==> src/rtl/monitor_pkg.sv <==
// Shared types for the capture controller: acquisition FSM encoding.
package monitor_pkg;

  localparam int state_w = 3;

  typedef enum logic [state_w-1:0] {
    IDLE = 3'd0,
    PRE  = 3'd1,
    WAIT = 3'd2,
    POST = 3'd3,
    DONE = 3'd4
  } state_t;

endpackage

==> src/rtl/capture_ctrl_trig_match.sv <==
// Masked pattern comparator: hit when every masked bit of samp equals value.
module trig_match #(
  parameter int mem_size = 32
) (
  input  logic [mem_size-1:0] samp,
  input  logic [mem_size-1:0] mask,
  input  logic [mem_size-1:0] value,
  output logic                hit
);

  assign hit = (((samp ^ value) & mask) == {mem_size{1'b0}});

endmodule

==> src/rtl/capture_ctrl.sv <==
// Logic-analyzer acquisition controller: circular pre-trigger history, masked
// trigger, post-trigger fill and chronological readout of the sample memory.
module capture_ctrl
  import monitor_pkg::*;
#(
  parameter int width    = 11,
  parameter int mem_size = 32
) (
  input  logic                clk,
  input  logic                rst,
  input  logic [mem_size-1:0] probe_i,
  input  logic                arm,
  input  logic [width-1:0]    pretrig_i,
  input  logic [mem_size-1:0] trig_mask_i,
  input  logic [mem_size-1:0] trig_value_i,
  input  logic                rd_en,
  input  logic [width-1:0]    rd_idx,
  output logic [mem_size-1:0] mem_dat_o,
  output logic                mem_we,
  output logic [width-1:0]    mem_adr,
  output logic                busy,
  output logic                triggered,
  output logic                done,
  output logic [width-1:0]    trig_adr,
  output logic                rd_valid
);

  localparam int depth = 1 << width;
  localparam logic [width-1:0] max_idx = width'(depth - 1);
  localparam logic [width-1:0] adr_one = {{(width-1){1'b0}}, 1'b1};
  localparam logic [width-1:0] adr_zero = {width{1'b0}};

  state_t               state_r;
  state_t               state_nx_s;
  logic [mem_size-1:0]  samp_r;
  logic [width-1:0]     wr_ptr_r,    wr_ptr_nx_s;
  logic [width-1:0]     count_r,     count_nx_s;
  logic [width-1:0]     pre_q_r,     pre_q_nx_s;
  logic [width-1:0]     trig_adr_r,  trig_adr_nx_s;
  logic [width-1:0]     mem_adr_r,   mem_adr_nx_s;
  logic                 triggered_r, triggered_nx_s;
  logic                 done_r,      done_nx_s;
  logic                 busy_r,      busy_nx_s;
  logic                 mem_we_r,    mem_we_nx_s;
  logic                 rd_pend_r,   rd_pend_nx_s;
  logic                 rd_valid_r;
  logic                 hit_s;
  logic [width-1:0]     post_last_s;
  logic [width-1:0]     rd_adr_s;

  trig_match #(.mem_size(mem_size)) u_trig_match (
    .samp  (samp_r),
    .mask  (trig_mask_i),
    .value (trig_value_i),
    .hit   (hit_s)
  );

  // pretrig_i is width bits wide, so it is already bounded to depth-1.
  assign post_last_s = max_idx - pre_q_r;
  assign rd_adr_s    = trig_adr_r - pre_q_r + rd_idx;

  // FSM state register
  always_ff @(posedge clk) begin
    if (rst) begin
      state_r <= IDLE;
    end else begin
      state_r <= state_nx_s;
    end
  end

  // FSM next-state decode
  always_comb begin
    state_nx_s = state_r;
    case (state_r)
      IDLE, DONE: begin
        if (arm) begin
          state_nx_s = (pretrig_i != adr_zero) ? PRE : WAIT;
        end else begin
          state_nx_s = state_r;
        end
      end
      PRE: begin
        if (count_r == pre_q_r - adr_one) begin
          state_nx_s = WAIT;
        end else begin
          state_nx_s = PRE;
        end
      end
      WAIT: begin
        if (hit_s) begin
          state_nx_s = (post_last_s == adr_zero) ? DONE : POST;
        end else begin
          state_nx_s = WAIT;
        end
      end
      POST: begin
        if (count_r == post_last_s) begin
          state_nx_s = DONE;
        end else begin
          state_nx_s = POST;
        end
      end
      default: state_nx_s = IDLE;
    endcase
  end

  // Datapath and output next values; outputs are computed one cycle ahead so
  // the registered write strobe lines up with the state it belongs to.
  always_comb begin
    wr_ptr_nx_s    = wr_ptr_r;
    count_nx_s     = count_r;
    pre_q_nx_s     = pre_q_r;
    trig_adr_nx_s  = trig_adr_r;
    triggered_nx_s = triggered_r;
    mem_adr_nx_s   = mem_adr_r;
    rd_pend_nx_s   = 1'b0;
    case (state_r)
      IDLE, DONE: begin
        if (arm) begin
          wr_ptr_nx_s    = adr_zero;
          count_nx_s     = adr_zero;
          pre_q_nx_s     = pretrig_i;
          triggered_nx_s = 1'b0;
          mem_adr_nx_s   = adr_zero;
        end else if (rd_en && (state_r == DONE)) begin
          mem_adr_nx_s = rd_adr_s;
          rd_pend_nx_s = 1'b1;
        end else begin
          mem_adr_nx_s = mem_adr_r;
        end
      end
      PRE: begin
        wr_ptr_nx_s  = wr_ptr_r + adr_one;
        count_nx_s   = count_r + adr_one;
        mem_adr_nx_s = wr_ptr_r + adr_one;
      end
      WAIT: begin
        wr_ptr_nx_s  = wr_ptr_r + adr_one;
        mem_adr_nx_s = wr_ptr_r + adr_one;
        if (hit_s) begin
          trig_adr_nx_s  = wr_ptr_r;
          triggered_nx_s = 1'b1;
          count_nx_s     = adr_one;
        end else begin
          count_nx_s = count_r;
        end
      end
      POST: begin
        wr_ptr_nx_s  = wr_ptr_r + adr_one;
        count_nx_s   = count_r + adr_one;
        mem_adr_nx_s = wr_ptr_r + adr_one;
      end
      default: begin
        mem_adr_nx_s = mem_adr_r;
      end
    endcase

    case (state_nx_s)
      PRE, WAIT, POST: begin
        busy_nx_s = 1'b1;
        done_nx_s = 1'b0;
      end
      DONE: begin
        busy_nx_s = 1'b0;
        done_nx_s = 1'b1;
      end
      default: begin
        busy_nx_s = 1'b0;
        done_nx_s = 1'b0;
      end
    endcase
    mem_we_nx_s = busy_nx_s;
  end

  // Sample pipeline, datapath and output registers
  always_ff @(posedge clk) begin
    if (rst) begin
      samp_r      <= {mem_size{1'b0}};
      wr_ptr_r    <= adr_zero;
      count_r     <= adr_zero;
      pre_q_r     <= adr_zero;
      trig_adr_r  <= adr_zero;
      mem_adr_r   <= adr_zero;
      triggered_r <= 1'b0;
      done_r      <= 1'b0;
      busy_r      <= 1'b0;
      mem_we_r    <= 1'b0;
      rd_pend_r   <= 1'b0;
      rd_valid_r  <= 1'b0;
    end else begin
      samp_r      <= probe_i;
      wr_ptr_r    <= wr_ptr_nx_s;
      count_r     <= count_nx_s;
      pre_q_r     <= pre_q_nx_s;
      trig_adr_r  <= trig_adr_nx_s;
      mem_adr_r   <= mem_adr_nx_s;
      triggered_r <= triggered_nx_s;
      done_r      <= done_nx_s;
      busy_r      <= busy_nx_s;
      mem_we_r    <= mem_we_nx_s;
      rd_pend_r   <= rd_pend_nx_s;
      rd_valid_r  <= rd_pend_r;
    end
  end

  assign mem_dat_o = samp_r;
  assign mem_we    = mem_we_r;
  assign mem_adr   = mem_adr_r;
  assign busy      = busy_r;
  assign triggered = triggered_r;
  assign done      = done_r;
  assign trig_adr  = trig_adr_r;
  assign rd_valid  = rd_valid_r;

endmodule

==> config.mk <==
export PLATFORM = sky130hd
export DESIGN_NAME = capture_ctrl
export DESIGN_NICKNAME = d
export VERILOG_FILES = /design/src/rtl/monitor_pkg.sv /design/src/rtl/capture_ctrl_trig_match.sv /design/src/rtl/capture_ctrl.sv
export SDC_FILE = /design/constraint.sdc
export NUM_CORES = 1
export LEC_CHECK = 0
export CORE_ASPECT_RATIO = 1.1
export CORE_MARGIN = 4
export CORE_UTILIZATION = 47
export CTS_CLUSTER_DIAMETER = 120
export CTS_CLUSTER_SIZE = 10
export DETAILED_ROUTE_END_ITERATION = 6
export PLACE_DENSITY_LB_ADDON = 0.08
export SYNTH_ARGS = -nofsm -noshare
export SYNTH_HDL_FRONTEND = slang
export SYNTH_SLANG_ARGS = --single-unit
==> constraint.sdc <==
create_clock -name clk -period 3.35 [get_ports clk]
set_input_delay 0.8375 -clock clk [delete_from_list [all_inputs] [get_ports clk]]
set_output_delay 0.8375 -clock clk [all_outputs]
set_load 0.05 [all_outputs]
# == Word-level counts from Yosys, hierarchy flattened ==
# Cells that the tools add are included.
# op_classes
shifts,0
muxes,20
n_eq_ne,13
bitwise,3
n_lt_le_gt_ge,0
multipliers,0
addsub,6
div_mod_pow,0
reduce_logical,19
# ops
op,count
two-way mux 11 bit,4
case mux 11 bit (2 select lines),2
case mux 11 bit (3 select lines),1
AND 32 bit,1
logical NOT 32 bit,1
bitwise XOR 32 bit,1
"adder 11 x 1 -> 11 bit, second input constant",2
== test 11 bit,2
"== test 3 x 2 -> 1 bit, second input constant",4
two-way mux 3 bit,4
case mux 3 bit (4 select lines),1
adder 11 bit,1
logical NOT 11 bit,1
nonzero test 11 bit,1
"subtractor 11 x 1 -> 11 bit, second input constant",1
subtractor 11 bit,1
"subtractor 11 bit, first input constant",1
OR reduction 3 bit,3
AND reduction 2 bit,4
"== test 3 x 1 -> 1 bit, second input constant",2
"== test 3 bit, second input constant",2
AND reduction 3 bit,2
two-way mux 1 bit,5
two-way mux 2 bit,2
9 further kinds,12
# totals
memories,0
latch_bits,0
inputBits,122
wordCells,73
out_inout_bits,59
reg_bits,95
ramBits,0
mem_bits_ro,0

# == Longest topological paths before layout ==
# Gate-level depths: netlist of run 1.
# depth
depth_word,8
mapped_depth,11
ltp_nobuf,11

# == Hierarchy ==
# Synthesis of run 1 repeated with hierarchy kept, for this count alone.
# unflattened
cells_unflattened,634
area_unflattened_um2,5268.8
# modules_own_cells
mod,cells_each,area_each_um2,seq_area_each_um2,instances
capture_ctrl,581,4830.9,1901.8,1
trig_match,53,437.9,0.0,1

# == Worst setup path after synthesis of run 1 ==
# No wires, ideal clock.
# synth_timing
path_type,input to register
start,input rd_idx[1]
end,"register mem_adr_r[10], in the netlist mem_adr[10]"
setup_slack_ns,0.348
path_buffers,0
setup_ns,0.123
stages,10
arrival_time_ns,2.879
cell_sequence,inv_1 > fa_1 > inv_1 > fa_1 > a21oi_1 > o2111ai_1 > a41oi_1 > xnor2_1 > a221oi_1 > nor2_1
# synth_between
elab_chain_cells,4
# synth_rtl
element,line_no,source
from (decl),capture_ctrl.sv:17,"input logic [width-1:0] rd_idx,"
adder 11 bit,capture_ctrl.sv:60,assign rd_adr_s = trig_adr_r - pre_q_r + rd_idx;
two-way mux 11 bit,capture_ctrl.sv:125,end else if (rd_en && (state_r == DONE)) begin
two-way mux 11 bit,capture_ctrl.sv:119,if (arm) begin
case mux 11 bit (2 select lines),capture_ctrl.sv:117,case (state_r)
to (signal assigned),capture_ctrl.sv:183,mem_adr_r <= adr_zero;
to (signal assigned),capture_ctrl.sv:196,mem_adr_r <= mem_adr_nx_s;
to (decl),capture_ctrl.sv:40,"logic [width-1:0] mem_adr_r, mem_adr_nx_s;"
# Every way passes these cells. The select of a mux whose other input is x is not followed.
# A chain may end at the register's enable or synchronous reset.

# == Final worst setup path of run 1 ==
# Same ends and word-level chain as after synthesis.

==> results of run 1 <==
-- final cells by class --
| cell class | count | share of cell area [%] |
|---|---|---|
| clock buffers | 14 | 3.54 |
| clock inverters | 2 | 0.748 |
| inverters | 52 | 2.43 |
| multi-input cells | 498 | 42.2 |
| flip-flops and latches | 95 | 23.7 |
| well taps | 150 | 2.34 |
| repair buffers | 207 | 25.1 |
-- power by group --
group	internal (mW)	switching, mW
registers	1.18	0.0610
clock network	0.737	0.434
logic	0.438	0.495
-- flip-flops by register name (all words and copies together), names as in the netlist --
register / flops
mem_adr: 11
rd_valid: 1
pre_q_r: 11
rd_pend_r: 1
count_r: 11
mem_dat_o: 32
state_r: 3
trig_adr: 11
wr_ptr_r: 11
mem_we: 1
done: 1
triggered: 1
-- worst paths after layout --
path	start	to	slack, ps
worst max-delay path	rd_idx[1]	mem_adr[10]	130
worst min-delay path	rd_pend_r	rd_valid	440
worst max register to register	pre_q_r[1]	mem_adr[10]	700
worst min register to register	rd_pend_r	rd_valid	440
-- per-layer routing --
layer	part of all wire, %	vias up	routed length (um)	GRT usage [%]
met1	42	2725	7440	31.4
met2	49	252	8830	45.7
li1	-	2744	-	-
met4	2.2	0	390	9.69
met5	0	-	0	0
met3	6.6	26	1180	4.41
-- critical path, delay by kind of cell --
| kind | cells | cell delay, ps |
|---|---|---|
| AND/OR/NAND/NOR | 1 | 80 |
| XOR/XNOR | 1 | 90 |
| AO/OA/AOI/OAI | 4 | 870 |
| buffers and inverters | 3 | 580 |
| adder cells (fa/ha/maj) | 2 | 990 |
-- cells in the mapped netlist (all sizes together), types with 4 or more instances --
cell type and n:
ha 15, buf 7, nor3b 4, xnor2 22, nand2b 5, o21ai 29, o21a 5, mux2 4
or3 7, clkbuf 39, a211oi 13, nor2b 36, a21o 5, nor2 32, and4 4, nand2 63
a21oi 42, nand3 25, or2 6, nand4 17, a31oi 10, a221oi 6, fa 10, dfxtp 95
nor4 14, nor3 16, mux2i 7, a22oi 19, inv 52, xor2 44, and2 6
-- what timing repair did --
action	CTS	global route
endpoints found under the setup margin	0	1
resized for setup	0	2
buffers inserted	0	0
-- logic make-up after synthesis --
logic type                 Yosys count
AOI/OAI and AO/OA                  152
xor gates and xnor gates            66
adders and majority gates           25
buffers and inverters               98
DFF                                 95
muxes                               11
and+or+nand+nor                    244
-- stage by stage --
step | hold WS [ps] | TNS [ps] | cells | setup WS, ps
2_1_floorplan | 414 | 0 | 691 | 348
3_3_place_gp | 431 | -448 | 1002 | -279
3_5_place_dp | 431 | -669 | 1002 | -288
4_1_cts | 447 | 0 | 1018 | 76.2
5_1_grt | 473 | 0 | 1018 | 20.6
6_report | 442 | 0 | 1018 | 134
==> metrics.txt, run 1 <==
Worst Setup Path Type=input pin to register; chip width=113 um; Seq/Total Area, Yosys=33.6%; root buffer cell=clkbuf_16; WP data required=~3600 ps; critical path's slowest cell=fa_1; Worst slew margin=a little under two fifths; GRT Total Usage=25.8%; Synth area leaders=dfxtp_1 34%, xor2_1 6.8%, nand2_1 4.2%; DR vias=approximately 5700; Synth top area share=between 30% and 40%; delay of the slowest critical-path stage=~530 ps; via/cell ratio=around 5.6; PD cells=roughly 420 nW/um^2; mapped cell area=between 5000 and 6000 um^2; CTS HTree Levels=3; final core occ=between 60% and 70%; Tmin final=approximately 3200 ps; TritonCTS clock tree=yes; outcome=complete, no violations; Most used DFF post-synth=dfxtp_1; CP Capture Type=register; EDFF count, synth=0; simple-gate share of the synthesized area=about 23%; Reg clk slew, reported paths=about 70 ps; area of placed instances=7670 um^2; syn_area_per_cell=a little over 8 um^2; Remaining DRCs=0; maximum VDD drop=0.000291 V; Routed WL=between 15000 and 20000 um; Skew-Pair Late Insertion Delay=roughly 350 ps; RSZ-0062 raised after global routing=false; commonest non-fill, non-tap cell in the layout=clkdlybuf4s50_1; commonest cells after routing, fill and taps aside=179 x clkdlybuf4s50_1, 95 x dfxtp_1, 63 x nand2_1; Register Area=1900 um^2; Hold Crit Class=register to register; fillers=between 900 and 1000; final setup vio count=0; final hold vios=0; I/O Pins=about 180; Synth cell types=57; synthesized instance count=around 690; Net Count, Synth=roughly 840; clock buffer depth=2; post-synthesis mux area share=under 10%; GRT overflow=0; GPL Wtd Cong=0.912; Setup Skew=7.81 ps; Die Y=between 100 and 150 um; compound-cell area share of the yosys netlist=approximately 18%; crit share post-route=a little over nine tenths; DR iter-0 viols=324; Clock Sink Count=between 90 and 100; Routed wire per std cell=about 18 um; adder-cell share of the synthesized area=6.86%; crit-path cells=clkdlybuf4s50_1, inv_1, fa_1, inv_1, fa_1, a21oi_2, o2111ai_1, a41oi_2, xnor2_1, a221oi_1, nor2_1; xor/xnor share of the synthesized area=roughly 10%; Antenna Violating Nets Remaining=0; drt pass-1 iters=5; maxcap violations=0; multi-input logic area=3390 um^2; #FFs+latches synth=95; total die area=approximately 14000 um^2; area delta synth->final=41.9%; Reg2Reg Depth=9; Least-Margin Pin Slew=approximately 930 ps; share of layout cells above drive strength 1=under 10%; Tot Pwr=approximately 3.3 mW; largest net degree at the start of global routing=between 50 and 60; Post-DP HPWL=~14000 um; Nets=between 1000 and 1500; I/O Buffers=between 150 and 200; area of the core=approximately 12000 um^2; number of inserted diodes=0; number of global-route vias before repair=approximately 5700; first-pass GRT wire length=about 29000 um; crit path max fanout=3; highest clock rate=about 310 MHz; initial antenna violation count=0; Worst Hold Depth=1; Post-Layout Inst Area=~8000 um^2; LEAKAGE=approximately 3.1 nW; Synthesis Warnings=0; CTS Buf Count=9; Final Max Tran Viols=0; hold_buf cts=0; Initial Util=between 40% and 50%; CP startpoint kind=input pin; Yosys top cell by area=dfxtp_1; row cnt=between 40 and 50; fraction of registers with async set/reset=0%; crit path DAT=between 3000 and 4000 ps; combinational family with the most area after synthesis=simple AND/OR/NAND/NOR gates
Power figures use the tool's default switching activity.
==> run 2: changes to the inputs <==
--- a/config.mk
+++ b/config.mk
@@ -6,12 +6,12 @@
 export NUM_CORES = 1
 export LEC_CHECK = 0
 export CORE_ASPECT_RATIO = 1.1
-export CORE_MARGIN = 4
 export CORE_UTILIZATION = 47
 export CTS_CLUSTER_DIAMETER = 120
 export CTS_CLUSTER_SIZE = 10
 export DETAILED_ROUTE_END_ITERATION = 6
 export PLACE_DENSITY_LB_ADDON = 0.08
+export SLEW_MARGIN = 20
 export SYNTH_ARGS = -nofsm -noshare
 export SYNTH_HDL_FRONTEND = slang
 export SYNTH_SLANG_ARGS = --single-unit
==> metrics.txt, run 2 (synthesized netlist as in run 1, its figures left out) <==
Skew-Pair Late Insertion Delay=350 ps; setup ws final=~160 ps; share of layout cells above drive strength 1=between 7 and 8%; Setup Skew=between 10 and 15 ps; largest net degree at the start of global routing=33; Antenna Violating Nets Remaining=0; Tmin final=3190 ps; Critical path buffers and inverters=3; Nets=just over 1000; via/cell ratio=between 5 and 6; first-pass GRT wire length=around 28000 um; delay of the slowest critical-path stage=between 500 and 600 ps; final hold vios=0; DR vias=around 5800; crit share post-route=about 95%; DR iter-0 viols=460; I/O Buffers=180; area delta synth->final=41.0%; Die Y=about 120 um; number of inserted diodes=0; CP startpoint kind=input pin; Routed WL=between 15000 and 20000 um; kind of cell adding the most delay to the critical path=adder cells; TritonCTS clock tree=yes; chip width=between 100 and 150 um; CTS HTree Levels=3; total die area=12500 um^2; crit-path cells=clkdlybuf4s50_1, inv_1, fa_1, inv_1, fa_1, a21oi_2, o2111ai_2, a41oi_2, xnor2_1, a221oi_2, nor2_1; final setup vio count=0; CP Capture Type=register; crit path DAT=3430 ps; commonest non-fill, non-tap cell in the layout=clkdlybuf4s50_1; Tot Pwr=approximately 3.2 mW; CTS Buf Count=9; Routed wire per std cell=17.5 um; WP data required=around 3600 ps; Cells after DPL=between 1000 and 1500; maximum VDD drop=0.000251 V; maxcap violations=0; Initial Util=about half; Worst slew margin=between 40% and 50%; clock buffer depth=2; Final Max Tran Viols=0; Post-DP HPWL=around 14000 um; max reg flops=32; final core occ=around 70%; Clock Sink Count=95; GRT Total Usage=between 20% and 30%; commonest cells after routing, fill and taps aside=179 x clkdlybuf4s50_1, 95 x dfxtp_1, 63 x nand2_1; Remaining DRCs=0; root buffer cell=clkbuf_16; I/O Pins=181; drt pass-1 iters=5; critical path's slowest cell=fa_1; Least-Margin Pin Slew=between 700 and 800 ps; area of the core=around 12000 um^2; row cnt=41; initial antenna violation count=0; crit path max fanout=3; PD cells=roughly 400 nW/um^2; Hold Crit Class=register to register; hold_buf cts=0; number of global-route vias before repair=between 5000 and 6000; GPL Wtd Cong=between 0.8 and 0.9; LEAKAGE=between 3 and 4 nW; post-route insts no fill=~1000; highest clock rate=approximately 310 MHz; Post-Layout Inst Area=around 8000 um^2; GRT overflow=0; Reg clk slew, reported paths=~70 ps; Worst Setup Path Type=input pin to register; area of placed instances=7660 um^2; outcome=complete, no violations; Place WS=-374 ps
run 2: final timing paths:
| check | startpoint | endpoint | slack [ps] | depth (start not counted) |
|---|---|---|---|---|
| worst max-delay path | rd_idx[1] | mem_adr[10] | 160 | 11 |
| worst min-delay path | rd_pend_r | rd_valid | 450 | 1 |
| worst max register to register | pre_q_r[1] | mem_adr[7] | 680 | 9 |
| worst min register to register | rd_pend_r | rd_valid | 450 | 1 |
run 2: timing repair:
action,4_1_cts,5_1_grt
resized for setup,1,3
setup buffers,0,1
endpoints found under the setup margin,1,1
pin swaps,0,2
cloned,0,0
run 2: worst register-to-register path, delay by kind of cell, from the launching register on:
family,cells,cell delay (ps)
AO/OA/AOI/OAI,6,1170
adder cells (fa/ha/maj),2,730
buffers and inverters,1,120
flip-flops,1,560
run 2: stage by stage:
step | setup TNS [ps] | hold slack, ps
4_1_cts | 0 | 459
3_3_place_gp | -671 | 419
3_5_place_dp | -961 | 441
5_1_grt | -1.22 | 475
2_1_floorplan | 0 | 414
6_report | 0 | 454
run 2: cell type report:
| class | count | area (um^2) |
|---|---|---|
| clock buffers | 10 | 229 |
| fillers | 972 | 3620 |
| clock inverters | 4 | 48.8 |
| multi-input cells | 498 | 3400 |
| flip-flops and latches | 95 | 1900 |
| repair buffers | 209 | 2010 |
| well taps | 150 | 188 |
| inverters | 52 | 195 |
run 2: routing by layer:
metal | routed length, um | up-vias | GRT usage (%)
li1 | - | 2760 | -
met1 | 7110 | 2695 | 33.3
met2 | 8870 | 262 | 50.7
met3 | 1280 | 40 | 6.26
met4 | 609 | 0 | 13.3
met5 | 0 | - | 0
run 2: where the power goes:
group	internal, mW	leakage, nW	switching [mW]
Sequential	1.18	0.779	0.0621
Combinational	0.444	2.21	0.507
Clock	0.570	0.138	0.432
==> RTL change: new RTL, config.mk and constraints of run 2 <==
Register the input `trig_value_i` before use, with the module's reset. The logic sees it one clock later. The other inputs are not delayed to match.
--- a/src/rtl/capture_ctrl.sv
+++ b/src/rtl/capture_ctrl.sv
@@ -32,2 +32,12 @@
 
+  logic [mem_size-1:0] trig_value_q;
+
+  always_ff @(posedge clk) begin
+    if (rst) begin
+      trig_value_q <= '0;
+    end else begin
+      trig_value_q <= trig_value_i;
+    end
+  end
+
   state_t               state_r;
@@ -53,3 +63,3 @@
     .mask  (trig_mask_i),
-    .value (trig_value_i),
+    .value (trig_value_q),
     .hit   (hit_s)
Behaviour: not the same (Yosys sat finds a counterexample within 4 cycles, from zero or initial values and one cycle with rst high).
==> RTL change against run 2 <==
  * Synthesized area up 7.5%
  * Sequential cell count grew 32
  * Total power up 39%
  * Final area up 9.5%
  * Wire length shrank 1.6%
  * Fmax fell by 0.19%
  * Clock skew down 0.0058 ns
  * Sequential power is 33% higher
  * Core utilization up 0.56 points
  * Setup slack worse by 0.0061 ns
  * Largest power group is now the clock network
==> RTL change: results (changes against run 2) <==
Power
  • Sequential power: 0.00166 W (+33%)
  • Clock power share: 0.416 (+0.103)
  • Sw Ratio: 0.276 (-0.0366)
  • Comb pwr share: 0.212 (-0.085)
  • Pleak: 3.44 nW (+10%)
  • VDD IR max: 0.000313 V (+25%)

Setup path
  • Worst-path fanout max: 2 (-1)
  • WP data arrival: 3.49 ns (+0.06 ns)
  • R2r setup slk: 0.55 ns (-0.13 ns)
  • CP top delay family: compound AO/OA/AOI/OAI gates
  • End of the critical path: mem_adr[9]$_SDFFE_PP0P_
  • Reg-to-Reg End: mem_adr[10]$_SDFFE_PP0P_
  • Crit Reg-Reg Startpoint: pre_q_r[2]$_SDFFE_PP0P_
  • Worst r2r path cells: 10 (+1)

Synth
  • Most instantiated cells after synthesis: 127 x dfxtp_1, 65 x nor2b_1, 62 x nand2_1
  • Netlist cell types: 50 (-12%)
  • Most common flop cell mapped by yosys: dfxtp_1
  • Seq/Total Area, Yosys: 0.418 (+0.0821)
  • Synth top area cells: dfxtp_1 42%, nor2b_1 6.7%, xor2_1 6.1%
  • Syn_nets: 850 (+1.4%)

Global route
  • GR Util met2: 0.448 (-0.0583)
  • Vias in the first global route: 5394 (-2.1%)
  • First-pass GRT wire length: 28.0 mm (+0.42%)
  • Met1 Use GR: 0.333 (-0.000413)
  • M3 GR Usage: 0.0724 (+0.00986)
  • GRT Overall Usage: 0.269 (-0.0183)
  • Antenna violations before repair: 2 (+2)
  • Largest net degree at the start of global routing: 47 (+42%)

Routing
  • DRT antenna net count: 0 (unchanged)
  • Top layer reached by signal wires: met5
  • Final WL: 17.6 mm (-1.6%)
  • Wl on met1: 7.81 mm (+9.8%)
  • DR vias: 5628 (-2.2%)
  • Initial DRC Count: 484 (+5.2%)
  • DR WL met2: 8.36 mm (-5.7%)
  • Met3 Wirelength: 1.12 mm (-12%)

STA
  • Max transition margin: 0.312 (-0.158)
  • Max-slew violation count: 0 (unchanged)
  • Final WS setup: 0.158 ns (-0.00615 ns)
  • Worst clock skew: 0.00580 ns (-0.00576 ns)

Cells and area
  • Layout cells sized above 1: 0.0730 (-0.00533)
  • Layout net count: 1038 (+2.6%)

Clock tree
  • TritonCTS Buffers: 17 (+8)
  • CTS H-tree lvls: 4 (+1)
  • Clock Latency Late Sink: 0.42 ns (+0.07 ns)
  • Clock slew at reported path FFs: 0.05 ns (-0.02 ns)

Placement
  • Detail Placement HPWL: 13.4 mm (-3.5%)
  • GPL Wtd Cong: 0.856 (-1.8%)
  • Place WS: -0.497 ns (-0.124 ns)

Outcome
  • Status: completed
## RTL change: final cells by class
cell class	instances	area (um2)
Clock buffer	22	454
Tap cell	157	196
Sequential cell	127	2540
Clock inverter	10	138
Inverter	51	191
Multi-Input combinational cell	489	3220
Antenna cell	1	2.50
Fill cell	1024	3860
Timing Repair Buffer	205	1990
## RTL change: cell families (layout without fill, tap and decap cells)
family,after synthesis,in the layout,synth area share
AND/OR/NAND/NOR,262,262,0.227
AO/OA/AOI/OAI,134,134,0.138
flip-flops,127,127,0.418
buffers and inverters,87,288,0.0554
XOR/XNOR,68,68,0.0980
adder cells (fa/ha/maj),25,25,0.0638
other,0,1,0
## RTL change: through the flow
step	instances	utilization	hold slack (ns)	instance area (um2)	TNS, ns
2_1_floorplan	703	-	0.414	6080	0
3_3_place_gp	1028	0.644	0.424	8110	-1.23
3_5_place_dp	1028	0.644	0.426	8110	-1.76
4_1_cts	1060	0.692	0.436	8710	0
5_1_grt	1061	0.693	0.474	8730	0
6_report	1062	0.694	0.435	8730	0
## RTL change: worst min-delay path by stage
stage,from,to,slack (ns)
2_1_floorplan,rd_pend_r$_SDFF_PP0_,rd_valid$_SDFF_PP0_,0.41
6_report,rd_pend_r$_SDFF_PP0_,rd_valid$_SDFF_PP0_,0.43
3_5_place_dp,rd_pend_r$_SDFF_PP0_,rd_valid$_SDFF_PP0_,0.43
3_3_place_gp,rd_pend_r$_SDFF_PP0_,rd_valid$_SDFF_PP0_,0.42
5_1_grt,rd_pend_r$_SDFF_PP0_,rd_valid$_SDFF_PP0_,0.47
4_1_cts,rd_pend_r$_SDFF_PP0_,rd_valid$_SDFF_PP0_,0.44
## RTL change: repair_timing
item | in CTS | in global routing
gates resized for setup | 1 | 6
setup buffers | 0 | 1
setup endpoints to repair | 1 | 3
pin swaps | 0 | 9
